File: config.mk
export PLATFORM = sky130hd
export DESIGN_NAME = sipo_rx
export DESIGN_NICKNAME = d
export VERILOG_FILES = /design/src/rtl/sipo_rx.sv
export SDC_FILE = /design/constraint.sdc
export NUM_CORES = 1
export LEC_CHECK = 0
export ABC_AREA = 0
export BUFFER_PORTS_ARGS = -buffer_cell sky130_fd_sc_hd__buf_2
export CORE_AREA = 10 10 47 49
export DETAILED_ROUTE_END_ITERATION = 6
export DIE_AREA = 0 0 57 59
export PLACE_DENSITY = 0.68
export SKIP_CTS_REPAIR_TIMING = 1
export SLEW_MARGIN = 20
export SYNTH_ARGS = -nofsm -noshare
export SYNTH_HDL_FRONTEND = slang
export SYNTH_SLANG_ARGS = --single-unit
File: constraint.sdc
create_clock -name clk -period 2.3 [get_ports clk]
set_clock_uncertainty 0.1 [all_clocks]
set_input_delay 0.46 -clock clk [delete_from_list [all_inputs] [get_ports clk]]
set_output_delay 0.46 -clock clk [all_outputs]
set_load 0.02 [all_outputs]
File: src/rtl/sipo_rx.sv
// Serial-in/parallel-out receiver: MSB-first word assembly with an ack handshake and overrun/frame flags.
// Optional bit-period prescaler enabled by defining SIPO_TICK_DIV_EN (tick every 2^DIV_LOG2 cycles).
module sipo_rx #(
    parameter int WIDTH    = 4,
    parameter int DIV_LOG2 = 24
) (
    input  logic             clk,
    input  logic             rst,
    input  logic             sin,
    input  logic             s,
    input  logic             ack,
    output logic [WIDTH-1:0] dout,
    output logic             dout_valid,
    output logic             overrun,
    output logic             frame_err
);

    localparam int CW = $clog2(WIDTH) + 1;
    localparam logic [CW-1:0] LAST = CW'(WIDTH - 1);

    typedef enum logic {IDLE, SHIFT} state_t;

    state_t           state;
    logic [WIDTH-1:0] shreg;
    logic [WIDTH-1:0] shifted;
    logic [CW-1:0]    count;
    logic             tick;

    assign shifted = {shreg[WIDTH-2:0], sin};

`ifdef SIPO_TICK_DIV_EN
    logic [DIV_LOG2-1:0] prescale;

    always_ff @(posedge clk) begin
        if (rst) prescale <= '0;
        else     prescale <= prescale + 1'b1;
    end

    assign tick = &prescale;
`else
    logic unused_div;
    assign unused_div = ^DIV_LOG2;
    assign tick       = 1'b1;
`endif

    always_ff @(posedge clk) begin
        if (rst) begin
            state      <= IDLE;
            shreg      <= '0;
            count      <= '0;
            dout       <= '0;
            dout_valid <= 1'b0;
            overrun    <= 1'b0;
            frame_err  <= 1'b0;
        end else begin
            frame_err <= 1'b0;
            // A completing word below overrides this clear, so ack+completion keeps valid high.
            if (ack && dout_valid) dout_valid <= 1'b0;

            case (state)
                IDLE: begin
                    count <= '0;
                    if (s && tick) begin
                        shreg <= shifted;
                        count <= CW'(1);
                        state <= SHIFT;
                    end
                end
                SHIFT: begin
                    if (!s) begin
                        // s is watched every cycle, so an abort never waits for a tick.
                        if (count != '0) frame_err <= 1'b1;
                        shreg <= '0;
                        count <= '0;
                        state <= IDLE;
                    end else if (tick) begin
                        shreg <= shifted;
                        if (count == LAST) begin
                            dout       <= shifted;
                            dout_valid <= 1'b1;
                            if (dout_valid && !ack) overrun <= 1'b1;
                            count      <= '0;
                        end else begin
                            count <= count + 1'b1;
                        end
                    end
                end
                default: state <= IDLE;
            endcase
        end
    end

endmodule

== After elaboration in Yosys (flattened, before gate mapping) ==
Index checks and enable logic that the tools add are counted.
Storage, ports and cells
  output and inout bits: 7
  flip-flop bits (word level): 14
Operators by class
  muxes and demuxes: 13
  bitwise operators: 1
  eq/ne operators: 2
  reduce and logical (&&, ||, !) cells: 7
  add/sub/neg operators: 1
Operators by type and width (number)
  two-way mux 3 bit: 4
  case mux 3 bit (2 select lines): 2
  two-way mux 1 bit: 7
  AND reduction 4 bit: 1
  adder 3 x 1 -> 3 bit, second input constant: 1
  == test 3 x 2 -> 1 bit, second input constant: 1
  AND reduction 3 bit: 1
  nonzero test 3 bit: 1
  OR reduction 3 bit: 1
  logical AND 1 bit: 2
  != test 2 bit, second input constant: 1
  logical NOT 1 bit: 1
  NOT 1 bit: 1

== Depth between registers and ports, before layout ==
  depth in word-level cells: 5
  depth in mapped cells: 5
  mapped depth without buffers: 4

== Worst setup path after synthesis ==
No wires, ideal clock.
  kind: flip-flop to flip-flop
  start: register count[0]
  end: register dout[0]
  data required time: 2.081 ns
  arrival time: 1.148 ns
  setup slack: 0.932 ns
  stages on the path, launching flop included: 6
  period minus slack after synthesis: 1.368 ns
  cells stage by stage: dfxtp_1 ha_1 ha_1 and3_2 buf_2 mux2i_1
Between the ends
  cells in the longest elaborated chain, start to end: 2
Ends and longest elaborated chain
  start, declared: line 26  | logic [CW-1:0] count;
  start signal, assigned: line 84  | count <= count + 1'b1;
  == test 3 x 2 -> 1 bit: line 78  | if (count == LAST) begin
  AND reduction 3 bit (no source line)
  end signal, assigned: line 79  | dout <= shifted;
  end, declared: line 12  | output logic [WIDTH-1:0] dout,
Every way passes these cells.
A chain may end at the register's enable or synchronous reset.

== Final worst setup path ==
  start: register count[0]
  end: register dout[3]
The elaborated chain is that of the path after synthesis.

==> metrics.md <==
| Metric | Value |
|---|---|
| Top FF cell, synth | `sky130_fd_sc_hd__dfxtp_1` |
| Number of antenna violations at the first check in global routing | `0` |
| Placer congestion estimate | `0.700` |
| Share of the clock period used by the worst path after layout | `59.5%` |
| Area added between synthesis and finish | `14.6%` |
| Pin count of the biggest net entering global routing | `17` |
| Share of flip-flops with an asynchronous set or reset | `0%` |
| Filler instances | `145` |
| Clock input transition at the sequential cells of the worst setup and hold paths | `0.09 ns` |
| Syn nets | `65` |
| Residual antenna-violating net count after detailed routing | `0` |
| Number of placement rows | `14` |
| CTS root buf | `sky130_fd_sc_hd__clkbuf_4` |
| First-pass GRT wire length | `1780 um` |
| TritonCTS clock tree | `yes` |
| Area share of the largest cell type after synthesis | `46.6%` |
| Warnings from Yosys | `0` |
| Highest clock rate | `730 MHz` |
| Sink Count | `14` |
| Total gr overflow | `0` |
| Number of buffers created by CTS | `3` |
| Number of hold violations in the final report | `0` |
| Kind of start point of the critical path | `flop` |
| Unique masters post-synth | `21` |
| Relative slew margins | `82.0%` |
| Synthesized area | `602 um^2` |
| Number of standard cells in the layout, taps in and fillers out | `85` |
| Area of the die | `3360 um^2` |
| Via count of the routed design | `405` |
| Transition time of the tightest slew-check pin | `0.269 ns` |
| Leading area contributor after synthesis | `sky130_fd_sc_hd__dfxtp_1` |
| Critical path start-end classification | `reg2reg` |
| Leakage | `0.274 nW` |
| Post-layout nets | `78` |
| DRC errors left | `0` |
| Placed Cells | `81` |
| Flops & latches, synth | `14` |
| Setup_tns | `0 ns` |
| Critical Path RT | `2.41 ns` |
| Worst IR drop on VDD | `0.294 mV` |
| Biggest area contributors in the synthesized netlist | `sky130_fd_sc_hd__dfxtp_1 47%, sky130_fd_sc_hd__nand2b_1 10%, sky130_fd_sc_hd__mux2i_1 6.7%, sky130_fd_sc_hd__ha_1 6.2%, sky130_fd_sc_hd__a21oi_2 4.4%` |
| Outcome | `finished, final reports clean` |
| Aggregate routed wire length | `992 um` |
| Number of buffer cells added on primary ports | `11` |
| Initial standard-cell utilization of the core | `42.9%` |
| Clock Latency Late Sink | `0.29 ns` |
| Final number of max-transition violations | `0` |
| Sequential cell area fraction in the yosys report | `46.6%` |
| Arr. time, crit path | `1.48 ns` |
| Most used standard cell by instance count after synthesis | `sky130_fd_sc_hd__dfxtp_1` |
| Hold Crit Depth | `3` |
| Layout cell share with drive strength beyond 1 | `30.4%` |
| Cell type with the highest occurrence count on the critical path | `sky130_fd_sc_hd__ha_1` |
| Vias in the first global route | `426` |
| Post-synthesis cell count | `57` |
| Max-Cap Viols | `0` |
| Critical-path cell with the highest stage delay | `sky130_fd_sc_hd__dfxtp_1` |
| Final number of setup-violating endpoints | `0` |
| Via-to-Cell Ratio | `4.76` |
| Number of synthesized flops with an enable pin | `0` |
| Horizontal die dimension | `57 um` |
| ANT cells | `0` |
| Critical Path Max Stage Delay | `0.35 ns` |
| Buffer levels on the longest clock path | `2` |
| Vertical die dimension | `59 um` |
| PD cells | `653 nW/um^2` |
| Worst setup EP type | `flop` |
| Smallest hold slack | `0.324 ns` |
| Worst-path cell chain | `ha_1 > ha_1 > and3_2 > mux2i_1` |
| Commonest cells in the synthesized netlist | `14 x sky130_fd_sc_hd__dfxtp_1, 10 x sky130_fd_sc_hd__nand2b_1, 4 x sky130_fd_sc_hd__inv_1, 4 x sky130_fd_sc_hd__mux2i_1` |
| Length in cells of the worst reg-to-reg path | `4` |
| Shortest period the worst path allows | `1.37 ns` |
| Mean Syn Cell Area | `10.6 um^2` |
| Detailed-placement wirelength estimate | `782 um` |
| DRT iter0 DRCs | `3` |
| Placeable core region | `1400 um^2` |
| Worst Path Max Fanout | `5` |
| Routed wire length per instance | `11.7 um` |
| Number of search-and-repair iterations in the first detailed-routing pass | `2` |
| Total global-route track usage | `6.52%` |
| Min-delay worst type | `in2reg` |
| Maximum level of the CTS H-tree | `1` |
| I/O Pins | `12` |
| RSZ-0062 raised after global routing | `false` |
## path summary, 6_finish.rpt
kind / to / slack [ns] / from
min reg2reg: overrun / 0.37 / overrun
max reg2reg: dout[3] / 0.93 / count[0]
max: dout[3] / 0.93 / count[0]
min: shreg[0] / 0.32 / sin
## final cells by class
cell class	instances	area (um^2)	share of cell area (%)
Multi-Input combinational cell	36	283	41.0
Inverter	4	15.0	2.18
Clock buffer	4	36.3	5.26
Timing Repair Buffer	11	55.1	7.99
Sequential cell	14	280	40.7
Tap cell	16	20.0	2.90
## stage by stage
step | worst slack (ns) | utilization (%) | power, mW | cell area (um^2)
2_1_floorplan | 0.932 | - | 0.272 | 602
3_3_place_gp | 0.942 | 46.6 | 0.277 | 653
3_5_place_dp | 0.919 | 46.6 | 0.278 | 653
4_1_cts | 0.916 | 49.2 | 0.455 | 689
5_1_grt | 0.811 | 49.2 | 0.469 | 689
6_report | 0.931 | 49.2 | 0.450 | 689
## sequential cells by signal (all words and copies together), names as in the netlist
signal / cells
count: 3
dout: 4
dout_valid: 1
frame_err: 1
overrun: 1
shreg: 3
state: 1
## critical path, delay by kind of cell, from the launching register on
kind,cells,cell delay [ns]
fa+ha+maj,2,0.37
mux,1,0.20
simple gates,1,0.28
flops,1,0.35
## report_power, final
group          internal, mW  switching [mW]  total (mW)
Sequential            0.246         0.00356       0.250
Combinational        0.0103          0.0113      0.0217
Clock                0.0964          0.0822       0.179
Total                 0.353          0.0971       0.450
## cells in the final DEF, fill, tap and decap left out, drive strengths merged
master / instances
dfxtp: 14
buf: 11
nand2b: 10
inv: 4
mux2i: 4
a21oi: 4
clkbuf: 4
nand2: 3
or3b: 3
ha: 3
and2b: 1
and4b: 1
o21ai: 1
and2: 1
and3: 1
nand3: 1
o31ai: 1
a2111oi: 1
nor4b: 1
## cells by family after synthesis
group / count (synthesis) / share of synthesized area [%]
compound gates: 7 / 9.77
flops: 14 / 46.6
mux: 4 / 6.65
simple gates: 22 / 24.3
fa+ha+maj: 3 / 6.24
buf+inv: 7 / 6.44
## routing by layer
layer / track usage [%] / part of all wire, %
met1: 7.49 / 45
met5: 0 / 0
met2: 9.92 / 45
met3: 2.58 / 7.2
met4: 4.03 / 2.7
Note: power is estimated with default switching activity, not from simulation.
